### src/rtl/uart_pkg.sv
// Shared definitions for the UART blocks: register offsets, STATUS bit
// positions and transmitter FSM encoding, used by the I/O decoder and FSM.
package uart_pkg;

  localparam logic [1:0] REG_DATA   = 2'd0;
  localparam logic [1:0] REG_STATUS = 2'd1;
  localparam logic [1:0] REG_DIV_LO = 2'd2;
  localparam logic [1:0] REG_DIV_HI = 2'd3;

  localparam int ST_EMPTY = 0;
  localparam int ST_FULL  = 1;
  localparam int ST_BUSY  = 2;
  localparam int ST_FLAG  = 3;
  localparam int ST_OVF   = 4;

  localparam int DATA_BITS = 8;

  typedef enum logic [1:0] {
    IDLE  = 2'd0,
    START = 2'd1,
    DATA  = 2'd2,
    STOP  = 2'd3
  } tx_state_t;

  function automatic logic [7:0] pack_status(
    input logic empty,
    input logic full,
    input logic busy,
    input logic flag,
    input logic ovf
  );
    logic [7:0] s;
    s           = '0;
    s[ST_EMPTY] = empty;
    s[ST_FULL]  = full;
    s[ST_BUSY]  = busy;
    s[ST_FLAG]  = flag;
    s[ST_OVF]   = ovf;
    return s;
  endfunction

endpackage

### src/rtl/uart_tx_if.sv
// I/O bus seen by the UART register block: the CPU side drives address,
// data and strobes; the UART returns registered read data.
interface uart_tx_if;
  logic [7:0]  din;
  logic [15:0] address;
  logic        w_en;
  logic        r_en;
  logic [7:0]  dout;

  modport master (output din, output address, output w_en, output r_en, input dout);
  modport slave  (input din, input address, input w_en, input r_en, output dout);
endinterface

### src/rtl/sync_fifo.sv
// Single-clock FIFO with first-word fall-through read; a push on a full
// FIFO is accepted only when a pop happens in the same cycle.
module sync_fifo #(
  parameter int DEPTH = 8,
  parameter int WIDTH = 8
) (
  input  logic             clk,
  input  logic             rst,
  input  logic             push,
  input  logic             pop,
  input  logic [WIDTH-1:0] wdata,
  output logic [WIDTH-1:0] rdata,
  output logic             full,
  output logic             empty
);

  localparam int AW = $clog2(DEPTH);
  localparam logic [AW:0] FULL_CNT = (AW + 1)'(DEPTH);

  logic [WIDTH-1:0] mem [DEPTH];
  logic [AW-1:0]    wr_ptr_reg;
  logic [AW-1:0]    rd_ptr_reg;
  logic [AW:0]      count_reg;
  logic             do_push;
  logic             do_pop;

  assign empty   = (count_reg == '0);
  assign full    = (count_reg == FULL_CNT);
  assign do_pop  = pop && !empty;
  assign do_push = push && (!full || do_pop);
  assign rdata   = mem[rd_ptr_reg];

  always_ff @(posedge clk) begin
    if (do_push) begin
      mem[wr_ptr_reg] <= wdata;
    end
  end

  // Pointers wrap naturally because DEPTH is a power of two.
  always_ff @(posedge clk or posedge rst) begin
    if (rst) begin
      wr_ptr_reg <= '0;
      rd_ptr_reg <= '0;
      count_reg  <= '0;
    end else begin
      if (do_push) begin
        wr_ptr_reg <= wr_ptr_reg + 1'b1;
      end
      if (do_pop) begin
        rd_ptr_reg <= rd_ptr_reg + 1'b1;
      end
      case ({do_push, do_pop})
        2'b10:   count_reg <= count_reg + 1'b1;
        2'b01:   count_reg <= count_reg - 1'b1;
        default: count_reg <= count_reg;
      endcase
    end
  end

endmodule

### src/rtl/uart_tx.sv
// Memory-mapped UART transmitter: 4-register I/O window, transmit FIFO,
// 8N1 serialiser with programmable divisor and a "drained" interrupt flag.
module uart_tx
  import uart_pkg::*;
#(
  parameter logic [15:0] BASE      = 16'h1010,
  parameter int          DEPTH     = 8,
  parameter logic [15:0] DIV_RESET = 16'd103
) (
  input  logic       clk,
  input  logic       rst,
  uart_tx_if.slave   bus,
  output logic       tx,
  output logic       tx_flag,
  input  logic       tx_flag_clr
);

  localparam logic [13:0] BLOCK = BASE[15:2];

  // Register-access decode
  logic       hit;
  logic [1:0] offset;
  logic       wr_data;
  logic       wr_status;
  logic       wr_div_lo;
  logic       wr_div_hi;
  logic       rd_hit;

  assign hit       = (bus.address[15:2] == BLOCK);
  assign offset    = bus.address[1:0];
  assign wr_data   = bus.w_en && hit && (offset == REG_DATA);
  assign wr_status = bus.w_en && hit && (offset == REG_STATUS);
  assign wr_div_lo = bus.w_en && hit && (offset == REG_DIV_LO);
  assign wr_div_hi = bus.w_en && hit && (offset == REG_DIV_HI);
  assign rd_hit    = bus.r_en && hit;

  // FIFO
  logic       fifo_pop;
  logic [7:0] fifo_rdata;
  logic       fifo_full;
  logic       fifo_empty;

  sync_fifo #(
    .DEPTH (DEPTH),
    .WIDTH (8)
  ) u_fifo (
    .clk   (clk),
    .rst   (rst),
    .push  (wr_data),
    .pop   (fifo_pop),
    .wdata (bus.din),
    .rdata (fifo_rdata),
    .full  (fifo_full),
    .empty (fifo_empty)
  );

  // Control registers
  logic [15:0] div_reg;
  logic        overflow_reg;
  logic        tx_flag_reg;
  logic [7:0]  dout_reg;
  logic        flag_set;
  logic [7:0]  status;

  // Serialiser state
  tx_state_t   state_reg,  state_next;
  logic [15:0] cnt_reg,    cnt_next;
  logic [2:0]  bit_reg,    bit_next;
  logic [7:0]  shift_reg,  shift_next;
  logic        tx_reg,     tx_next;
  logic        bit_done;

  assign status = pack_status(fifo_empty, fifo_full, (state_reg != IDLE),
                              tx_flag_reg, overflow_reg);

  always_ff @(posedge clk or posedge rst) begin
    if (rst) begin
      div_reg <= DIV_RESET;
    end else begin
      if (wr_div_lo) begin
        div_reg[7:0] <= bus.din;
      end
      if (wr_div_hi) begin
        div_reg[15:8] <= bus.din;
      end
    end
  end

  // A write that coincides with a pop on a full FIFO still fits.
  always_ff @(posedge clk or posedge rst) begin
    if (rst) begin
      overflow_reg <= 1'b0;
    end else if (wr_data && fifo_full && !fifo_pop) begin
      overflow_reg <= 1'b1;
    end else if (wr_status && bus.din[ST_OVF]) begin
      overflow_reg <= 1'b0;
    end
  end

  always_ff @(posedge clk or posedge rst) begin
    if (rst) begin
      tx_flag_reg <= 1'b0;
    end else if (flag_set) begin
      tx_flag_reg <= 1'b1;
    end else if (tx_flag_clr) begin
      tx_flag_reg <= 1'b0;
    end
  end

  always_ff @(posedge clk or posedge rst) begin
    if (rst) begin
      dout_reg <= '0;
    end else if (rd_hit) begin
      case (offset)
        REG_STATUS: dout_reg <= status;
        REG_DIV_LO: dout_reg <= div_reg[7:0];
        REG_DIV_HI: dout_reg <= div_reg[15:8];
        default:    dout_reg <= '0;
      endcase
    end else begin
      dout_reg <= '0;
    end
  end

  assign bus.dout = dout_reg;
  assign tx       = tx_reg;
  assign tx_flag  = tx_flag_reg;

  always_ff @(posedge clk or posedge rst) begin
    if (rst) begin
      state_reg <= IDLE;
      cnt_reg   <= '0;
      bit_reg   <= '0;
      shift_reg <= '0;
      tx_reg    <= 1'b1;
    end else begin
      state_reg <= state_next;
      cnt_reg   <= cnt_next;
      bit_reg   <= bit_next;
      shift_reg <= shift_next;
      tx_reg    <= tx_next;
    end
  end

  assign bit_done = (cnt_reg == '0);

  // The counter reloads from div_reg only at bit boundaries, so a divisor
  // write never shortens the bit currently on the line.
  always_comb begin
    state_next = state_reg;
    cnt_next   = cnt_reg;
    bit_next   = bit_reg;
    shift_next = shift_reg;
    tx_next    = tx_reg;
    fifo_pop   = 1'b0;
    flag_set   = 1'b0;

    case (state_reg)
      IDLE: begin
        tx_next = 1'b1;
        if (!fifo_empty) begin
          fifo_pop   = 1'b1;
          shift_next = fifo_rdata;
          cnt_next   = div_reg;
          tx_next    = 1'b0;
          state_next = START;
        end
      end

      START: begin
        if (bit_done) begin
          tx_next    = shift_reg[0];
          shift_next = {1'b0, shift_reg[7:1]};
          bit_next   = '0;
          cnt_next   = div_reg;
          state_next = DATA;
        end else begin
          cnt_next = cnt_reg - 1'b1;
        end
      end

      DATA: begin
        if (bit_done) begin
          cnt_next = div_reg;
          if (bit_reg == 3'(DATA_BITS - 1)) begin
            tx_next    = 1'b1;
            state_next = STOP;
          end else begin
            tx_next    = shift_reg[0];
            shift_next = {1'b0, shift_reg[7:1]};
            bit_next   = bit_reg + 1'b1;
          end
        end else begin
          cnt_next = cnt_reg - 1'b1;
        end
      end

      STOP: begin
        if (bit_done) begin
          if (!fifo_empty) begin
            fifo_pop   = 1'b1;
            shift_next = fifo_rdata;
            cnt_next   = div_reg;
            tx_next    = 1'b0;
            state_next = START;
          end else begin
            flag_set   = 1'b1;
            cnt_next   = '0;
            tx_next    = 1'b1;
            state_next = IDLE;
          end
        end else begin
          cnt_next = cnt_reg - 1'b1;
        end
      end

      default: begin
        tx_next    = 1'b1;
        cnt_next   = '0;
        state_next = IDLE;
      end
    endcase
  end

endmodule

### src/flat_wrapper.sv
// flat-port wrapper written by rule: the top's interface ports become plain ports
module uart_tx_flat import uart_pkg::*;
#(
  parameter logic [15:0] BASE      = 16'h1010,
  parameter int          DEPTH     = 8,
  parameter logic [15:0] DIV_RESET = 16'd103
)
  (clk, rst, tx, tx_flag, tx_flag_clr, bus_din, bus_address, bus_w_en, bus_r_en, bus_dout);
  uart_tx_if bus_i ();
  input  logic clk;
  input  logic rst;
  output logic tx;
  output logic tx_flag;
  input  logic tx_flag_clr;
  input wire logic [$bits(bus_i.din)-1:0] bus_din;
  input wire logic [$bits(bus_i.address)-1:0] bus_address;
  input wire logic [$bits(bus_i.w_en)-1:0] bus_w_en;
  input wire logic [$bits(bus_i.r_en)-1:0] bus_r_en;
  output wire logic [$bits(bus_i.dout)-1:0] bus_dout;
  assign bus_i.din = bus_din;
  assign bus_i.address = bus_address;
  assign bus_i.w_en = bus_w_en;
  assign bus_i.r_en = bus_r_en;
  assign bus_dout = bus_i.dout;
  uart_tx #(.BASE(BASE), .DEPTH(DEPTH), .DIV_RESET(DIV_RESET)) u_core (.clk(clk), .rst(rst), .bus(bus_i), .tx(tx), .tx_flag(tx_flag), .tx_flag_clr(tx_flag_clr));
endmodule
### config.mk
export PLATFORM = sky130hd
export DESIGN_NAME = uart_tx_flat
export DESIGN_NICKNAME = d
export VERILOG_FILES = /design/src/rtl/uart_pkg.sv /design/src/rtl/uart_tx_if.sv /design/src/rtl/sync_fifo.sv /design/src/rtl/uart_tx.sv /design/src/flat_wrapper.sv
export SDC_FILE = /design/constraint.sdc
export NUM_CORES = 1
export LEC_CHECK = 0
export BUFFER_PORTS_ARGS = -buffer_cell sky130_fd_sc_hd__buf_2
export CORE_UTILIZATION = 55
export CTS_BUF_LIST = sky130_fd_sc_hd__clkbuf_16
export DETAILED_ROUTE_END_ITERATION = 16
export GPL_ROUTABILITY_DRIVEN = 0
export PLACE_DENSITY = 0.71
export SLEW_MARGIN = 20
export SYNTH_ARGS = -nofsm -noshare
export SYNTH_HDL_FRONTEND = slang
export SYNTH_SLANG_ARGS = --single-unit
### constraint.sdc
create_clock -name clk -period 4.4 [get_ports clk]
set_clock_uncertainty 0.2 [all_clocks]
set_input_delay 0.22 -clock clk [delete_from_list [all_inputs] [get_ports clk]]
set_output_delay 0.22 -clock clk [all_outputs]
set_load 0.03 [all_outputs]
Word-level counts from Yosys, hierarchy flattened
Memories as Yosys holds them, arrays and structs flattened.
Index checks and enable logic that the tools add are counted.
Operators by class
  $add $sub $neg: 6
  equal/unequal tests: 17
  muxes and demuxes: 42
  reduce and logical (&&, ||, !) cells: 29
Operator list (number)
  16-bit two-way mux: 4
  8-bit two-way mux: 6
  16-bit case mux with 3 select lines: 1
  8-bit case mux with 4 select lines: 1
  8-bit case mux with 3 select lines: 1
  16-bit logical NOT: 1
  1-bit two-way mux: 16
  16-bit by 1-bit subtractor with 16-bit output, second input constant: 1
  14-bit by 11-bit == test with 1-bit output, second input constant: 1
  1-bit logical AND: 11
  2-bit == test, second input constant: 5
  2-bit two-way mux: 5
  2-bit nonzero test: 5
  3-bit by 1-bit adder with 3-bit output, second input constant: 3
  3-bit two-way mux: 3
  2-bit by 1-bit != test with 1-bit output, second input constant: 4
  2-bit case mux with 4 select lines: 1
  4-bit case mux with 2 select lines: 1
  4-bit AND reduction: 2
  2-bit by 1-bit == test with 1-bit output, second input constant: 3
  3-bit case mux with 2 select lines: 1
  5-bit AND reduction: 1
  4-bit by 1-bit adder with 4-bit output, second input constant: 1
  4-bit == test, second input constant: 1
  other kinds (11): 15
Word-level totals
  register bits after elaboration: 66
  RAM bits: 64
  bits of input ports: 29
  word-level logic and storage cells: 108
  memories: 1
Memories
  u_core.u_fifo.mem: words 8, bits a word 8, read ports 1, clocked after Yosys merged registers in 0, wr ports 1, line sync_fifo.sv:20  | logic [WIDTH-1:0] mem [DEPTH];

Logic depth before layout (Yosys ltp)
Gate-level depths: netlist of the first run.
  depth in word-level cells: 9
  depth in mapped cells: 11
  gate-level depth less buffers: 10

Hierarchy
From an unflattened synthesis of the first run, not the netlist that was laid out.
Second synthesis, totals
  cells, all modules: 478
  area total of the unflattened synthesis: 6363.6 µm²
Modules (own cells, without submodules)
  uart_tx: instances 1, cells an instance 313, area an instance 3228.1 µm², sequential area each 1408.9 µm²
  sync_fifo: instances 1, cells an instance 165, area an instance 3135.5 µm², sequential area each 2172.1 µm²

Worst setup path before layout of the first run
OpenSTA, ideal clock, no wires.
  kind: reg2reg
  start: register u_core.cnt_reg[0]
  end: memory u_core.u_fifo.mem[0][0] (enable)
  library setup time: 0.383 ns
  arrival: 2.620 ns
  slack: 1.197 ns
  stages on the path, launching flop included: 9
  buffers on the path: 1
  period minus slack after synthesis: 3.203 ns
  path through: dfrtp_1 > inv_1 > ha_1 > or4b_1 > clkbuf_1 > o41ai_2 > a21o_1 > nand3b_1 > nor3_1
Between the ends
  longest elaborated chain between the ends: 8
RTL lines
  from (decl): line uart_tx.sv:67  | logic [15:0] cnt_reg, cnt_next;
  from (signal assigned): line uart_tx.sv:138  | cnt_reg <= cnt_next;
  16-bit logical NOT: line uart_tx.sv:145  | assign bit_done = (cnt_reg == '0);
  1-bit two-way mux: line uart_tx.sv:199  | if (bit_done) begin
  1-bit case mux with 2 select lines: line uart_tx.sv:158  | case (state_reg)
  1-bit logical AND: line sync_fifo.sv:29  | assign do_pop = pop && !empty;
  1-bit logical OR: line sync_fifo.sv:30  | assign do_push = push && (!full || do_pop);
  1-bit logical AND: line sync_fifo.sv:30
  1-bit two-way mux: line sync_fifo.sv:34  | if (do_push) begin
  1-bit two-way mux (implied by the code): line sync_fifo.sv:35  | mem[wr_ptr_reg] <= wdata;
  to (decl): line sync_fifo.sv:20
Every way passes these cells.

Worst setup path after layout of the first run
  start: register u_core.cnt_reg[0]
  end: memory u_core.u_fifo.mem[5][5] (enable)
Same word-level chain as after synthesis.

==> impl_metrics.yaml, run 1 <==
run_status:
  status: "finished, final reports clean"
worst_setup_path:
  cp.arrival_ps: 3290
  crit_slowest_cell: "nor2_1"
  start_kind: "flop"
  critical_path.cell_chain: "inv_1 > ha_1 > or4b_1 > o41ai_2 > buf_4 > a21o_1 > nand3_1 > nor2_1"
  cp.buffers_inverters: 2
  critPathMaxStageDelay_ps: 640
  crit_type: "reg -> reg"
  crit_required_ps: 4250
  r2r-start: "u_core.cnt_reg[0]"
  r2r_cells: 8
  cp-end-kind: "flop"
  rrSetupSlack_ps: 960
  crit_family: "simple AND/OR/NAND/NOR gates"
  reg2reg_to: "u_core.u_fifo.mem[5][5]"
  critPathMaxFanout: 8
detailed_routing:
  vias: 4169
  drc: 0
  wl_mm: 14.2
  viasPerCell: 6.15
  drt_iter0_drc: 285
  first_pass_iters: 5
  wl_per_cell_um: 20.9
  ant_nets: 0
global_routing:
  grt_pass1_vias: 4154
  grt_pass1_wl_mm: 22.9
  globalRoute.totalOverflow: 0
  grt_max_degree: 49
  groute.usage.overall_pct: 27.4
  antenna_found_initial: 0
synthesis:
  synth_top_area_share_pct: 31.5
  syn-instance-count: 470
  synth_nets: 510
  synth_commonest_cells: "edfxtp_1, dfrtp_1, nor2_1, mux2_2, a21oi_1"
  ys_types: 59
  yosys.area.top_type: "edfxtp_1"
  ys_warn_count: 0
  async_flop_share_pct: 50.8
  syn_avg_cell_area_um2: 13.0
  yosysMostFrequentCell: "edfxtp_1"
  synth.area.top_cells: "edfxtp_1, dfrtp_1, mux4_2"
  synth_ff_type: "edfxtp_1"
  ys_seq_area_share_pct: 58.7
  netlist_area_mm2: 0.00610
  yosys_register_bits: 130
  synth_edf_count: 64
clock_tree:
  path_clk_slew_ps: 60
  cts_resized: 0
  clk_latency_ps: 430
  cts_setup_buffers: 0
  numCtsBuffers: 17
  htreeDepth: 4
  clockBufferDepth: 2
  cts_hold_buffers: 11
  cts.root.buffer_cell: "clkbuf_16"
  numClockSinks: 130
  cts_tree: "built"
min_path:
  hp-class: "in -> reg"
  whs_path_depth: 4
  hold_path_startpoint: "bus_r_en"
  hold_end: "u_core.bus.dout[7]"
timing:
  finalCritPeriodShare_pct: 78.2
  maxClockFrequency_mhz: 290
  finalCriticalPeriod_ps: 3440
  rsz0062_at_grt: "false"
  setup_violations: 0
  finalSetupTns_ps: 0
  timing.hold.ws_ps: 19.8
  tightest_slew_ps: 947
  slew-limit-headroom_pct: 36.6
  final-max-slew-violation-count: 0
  hold_viol_final: 0
floorplanning:
  dieArea_mm2: 0.0115
  die_h_um: 107
  initial_core_util_pct: 56.3
  core_mm2: 0.0108
  die_w_um: 107
  num_rows: 38
  ios: 39
placed_design:
  placed_area_mm2: 0.00643
  dp_hpwl_mm: 9.67
  portBuffers: 38
run:
  maxCapViolCount: 0
power:
  power_density_mw_per_mm2: 641
  p_leak_nw: 2.88
  peakVddDrop_mv: 0.412
layout:
  area_growth_syn_to_layout_pct: 16.5
  nets: 565
  drive_above_1_share_pct: 25.1
  largest_reg_flops: 64
  final_area_mm2: 0.00711
  antenna_cells: 0
worst max-delay path by stage:
stage	start	endpoint	slack, ps	cells after the start
finish	u_core.cnt_reg[0]	u_core.u_fifo.mem[5][5]	960	8
global route	u_core.cnt_reg[0]	u_core.u_fifo.mem[7][0]	810	8
CTS	u_core.cnt_reg[0]	u_core.u_fifo.mem[5][5]	980	8
detailed placement	u_core.cnt_reg[0]	u_core.u_fifo.mem[5][2]	1020	8
global placement	u_core.cnt_reg[0]	u_core.u_fifo.mem[4][2]	1140	8
floorplan	u_core.cnt_reg[0]	u_core.u_fifo.mem[0][0]	1200	8
area by class of cell:
| cell class | count | area (um^2) |
|---|---|---|
| Clock buffer | 17 | 425 |
| Clock inverter | 15 | 146 |
| Fill cell | 799 | 3730 |
| Inverter | 14 | 53.8 |
| Multi-Input combinational cell | 307 | 2380 |
| Sequential cell | 130 | 3580 |
| Tap cell | 140 | 175 |
| Timing Repair Buffer | 55 | 345 |
routing by layer:
layer,share of wire (%),GRT usage [%]
met1,45,39.6
met2,46,40.0
met3,7.9,8.17
met4,1.3,8.22
met5,0,0
worst reg2reg max path: stages, from the launching register on:
cell and delay (ps):
dfrtp_1 400, inv_1 90, ha_1 210, or4b_1 610, o41ai_2 360, buf_4 180, a21o_1 200, nand3_1 170
nor2_1 640
cell usage in the layout (no fill, tap or decap), drive strengths merged, types with 4 or more instances in the layout:
cell / instances
buf: 44
inv: 21
or4: 7
dfrtp: 60
or3: 4
dfstp: 6
clkbuf: 17
nor2: 48
clkinv: 6
o22ai: 10
mux2i: 22
nor3: 13
nand2: 22
o21ai: 24
a22o: 5
mux4: 16
a21oi: 25
edfxtp: 64
nor4: 7
ha: 11
xnor2: 7
nand2b: 5
dlygate4sd3: 11
nor4b: 4
nand3: 5
mux2: 27
stage by stage:
step | std cells | setup slack [ps] | utilization [%] | power, mW
6_report | 678 | 957 | 65.6 | 4.56
5_1_grt | 678 | 812 | 65.6 | 4.82
4_1_cts | 678 | 983 | 65.6 | 4.56
3_5_place_dp | 635 | 1020 | 59.3 | 3.19
3_3_place_gp | 635 | 1140 | 59.3 | 3.12
2_1_floorplan | 470 | 1200 | - | 2.85
logic make-up after synthesis:
| family | count (synthesis) | share of synthesized area (%) |
|---|---|---|
| and+or+nand+nor | 130 | 11.0 |
| adders and majority gates | 11 | 2.25 |
| AOI/OAI and AO/OA | 92 | 9.98 |
| buffers and inverters | 33 | 2.32 |
| xor gates and xnor gates | 9 | 1.29 |
| DFF | 130 | 58.7 |
| muxes | 65 | 14.5 |
where the power goes:
part	switching (mW)	internal (mW)
combinational	0.824	0.712
clock	0.580	0.792
sequential	0.219	1.43
Power figures use the tool's default switching activity.
==> inputs of run 2 (changes only) <==
- ABC_AREA: default -> 1
- clock period: 4.4 -> 3.5 ns (I/O delays scaled with it)
==> run 2 against run 1 <==
Clock power up 24%. Combinational power is 43% lower. Largest cell class unchanged. Via count up 16%. Sequential power rose by 16%. Critical endpoint is now u_core.u_fifo.mem[7][7]. Power shrank 1.5%.
==> impl_metrics.yaml, run 2 <==
power:
  pwr-share-comb_pct: 19.6
  switchingPower_mw: 1.41
  p_leak_nw: 3.05
  p_sw_share_pct: 31.3
  peakVddDrop_mv: 0.384
  p_int_mw: 3.08
  clkPwrFrac_pct: 37.9
  share_seq_of_total_power_pct: 42.6
  power_density_mw_per_mm2: 624
synthesis:
  ys_warn_count: 0
  yosys.area_share.adder_pct: 2.24
  yosys.area.top_type: "edfxtp_1"
  netlist_area_mm2: 0.00614
  synth_edf_count: 64
  synth_ff_type: "edfxtp_1"
  yosys_register_bits: 130
  ys_types: 43
  synth-simple-area-share_pct: 18.1
  yosys-mux-area-fraction_pct: 0.163
  synth_compound_area_share_pct: 14.0
  synth_top_area_share_pct: 31.3
  synth.area.top_cells: "edfxtp_1, dfrtp_1, nand2_1"
  async_flop_share_pct: 50.8
  synth_top_family_by_area: "simple AND/OR/NAND/NOR gates"
  syn_avg_cell_area_um2: 9.59
  yosysMostFrequentCell: "nand2_1"
  synth_commonest_cells: "nand2_1, o21ai_0, nor2_1, edfxtp_1, dfrtp_1"
  yosys.area_share.xor_xnor_pct: 2.00
  synth_nets: 680
  syn-instance-count: 640
  ys_seq_area_share_pct: 58.4
run_status:
  status: "finished, final reports clean"
timing:
  finalCritPeriodShare_pct: 78.0
  final-max-slew-violation-count: 0
  rsz0062_at_grt: "false"
  setup_violations: 0
  finalCriticalPeriod_ps: 2730
  slew-limit-headroom_pct: 39.9
  hold_viol_final: 0
  maxClockFrequency_mhz: 366
  finalSetupTns_ps: 0
  tightest_slew_ps: 901
detailed_routing:
  drt_iter0_drc: 427
  first_pass_iters: 7
  ant_nets: 0
  viasPerCell: 5.64
  wl_per_cell_um: 17.0
  vias: 4836
  wl_mm: 14.6
  drc: 0
global_routing:
  globalRoute.totalOverflow: 0
  antenna_found_initial: 0
  grt_use_met3_pct: 6.36
  busiest_layer: "met2"
  grt_max_degree: 36
  gr-usage-met1_pct: 35.4
  grt_pass1_wl_mm: 22.9
  grt_pass1_vias: 4626
  met2_usage_pct: 43.8
  groute.usage.overall_pct: 26.9
worst_setup_path:
  critical_path.cell_chain: "inv_1 > ha_1 > inv_2 > nand2_2 > nand2_2 > nand2_2 > inv_2 > nand2_1 > nor3_1 > buf_4"
  crit_slowest_cell: "ha_1"
  critPathMaxFanout: 16
  cp-end-kind: "flop"
  cp.buffers_inverters: 4
  critPathMaxStageDelay_ps: 500
  cp.arrival_ps: 2660
  path_common_cell: "nand2_2"
  start_kind: "flop"
  crit_required_ps: 3430
  crit_type: "reg -> reg"
  crit_family: "buffers and inverters"
floorplanning:
  core_mm2: 0.0108
  ios: 39
  die_h_um: 108
  num_rows: 38
  dieArea_mm2: 0.0116
  initial_core_util_pct: 56.6
  die_w_um: 108
clock_tree:
  path_clk_slew_ps: 60
  clockBufferDepth: 2
  cts_tree: "built"
  cts_setup_buffers: 0
  cts.root.buffer_cell: "clkbuf_16"
  numCtsBuffers: 17
  htreeDepth: 4
  clk_latency_ps: 420
  numClockSinks: 130
layout:
  drive_above_1_share_pct: 16.2
  mostFrequentLayoutCell: "nand2_1"
  register_area_mm2: 0.00358
  nets: 744
  final_area_mm2: 0.00720
  multi_input_area_mm2: 0.00224
  final_cell_mix: "nand2_1, o21ai_0, nor2_1, edfxtp_1, dfrtp_1"
  antenna_cells: 0
  fill_cells: 845
  area_growth_syn_to_layout_pct: 17.4
  largest_reg_flops: 64
run:
  maxCapViolCount: 0
placed_design:
  placed_area_mm2: 0.00650
  dp_hpwl_mm: 10.1
  portBuffers: 38
min_path:
  hp-class: "in -> reg"
[run 2: changes by cell type in the layout (fill, tap and decap cells not counted), moves of 6 or more]
cell,change
a31oi_1,+9
inv_1,+40
mux2_2,-26
mux2i_1,-21
mux4_2,-16
nand2_1,+96
nand2_2,+12
nand3_1,+6
nor2_1,+28
nor4_1,-6
o21ai_0,+57
o22ai_1,+9
xnor2_1,-6
xor2_1,+11
[run 2: per-stage QoR]
stage	instances	util (%)	setup WS, ps	total power, mW	hold slack, ps
finish	857	66.4	770	4.49	36.9
global route	857	66.4	630	4.71	43.3
global placement	811	59.9	946	2.76	113
CTS	857	66.4	779	4.50	32.9
floorplan	640	-	749	2.56	66.5
detailed placement	811	59.9	796	2.79	123
[run 2: worst reg2reg max path, cell delays in order, from the launching register on]
cell,delay (ps)
dfrtp_1,380
inv_1,120
ha_1,500
inv_2,280
nand2_2,140
nand2_2,90
nand2_2,70
inv_2,90
nand2_1,120
nor3_1,210
buf_4,220
[run 2: power by group through the flow]
stage | combinational (mW) | sequential (mW) | clock (mW)
finish | 0.878 | 1.91 | 1.70
global route | 0.999 | 1.93 | 1.78
CTS | 0.872 | 1.91 | 1.71
detailed placement | 0.853 | 1.94 | 0
global placement | 0.826 | 1.93 | 0
floorplan | 0.650 | 1.91 | 0
[run 2: kinds of logic after synthesis]
group                      after synthesis
adders and majority gates               11
AOI/OAI and AO/OA                      156
buffers and inverters                   78
muxes                                    1
and+or+nand+nor                        250
DFF                                    130
xor gates and xnor gates                14
[run 2: path summary, 6_finish.rpt]
path / from / endpoint / slack (ps) / cells after the start
hold / removal: bus_address[10] / u_core.bus.dout[6] / 40 / 6
setup / recovery: u_core.state_reg[0] / u_core.u_fifo.mem[7][7] / 770 / 10
hold reg to reg: u_core.shift_reg[4] / u_core.shift_reg[4] / 290 / 2
setup reg to reg: u_core.state_reg[0] / u_core.u_fifo.mem[7][7] / 770 / 10
min in group asynchronous: rst / u_core.bit_reg[1] / 210 / 3
max in group asynchronous: rst / u_core.div_reg[2] / 1940 / 4
[run 2: what timing repair did]
item	CTS	global route
resized for setup	0	0
hold buffers	14	0
endpoints found under the hold margin	117	0
[run 2: cell type report]
class,count,area share (%)
sequential,130,49.7
multi-input combinational,432,31.1
clock buffer,17,5.91
timing repair buffer,63,5.73
inverter,60,3.13
tap,140,2.43
clock inverter,15,1.96
[run 2: metal layers]
metal  vias up  part of all wire [%]
li1       2319                     -
met1      2307                    43
met2       175                    49
met3        35                   5.6
met4         0                   2.3
met5         -                     0
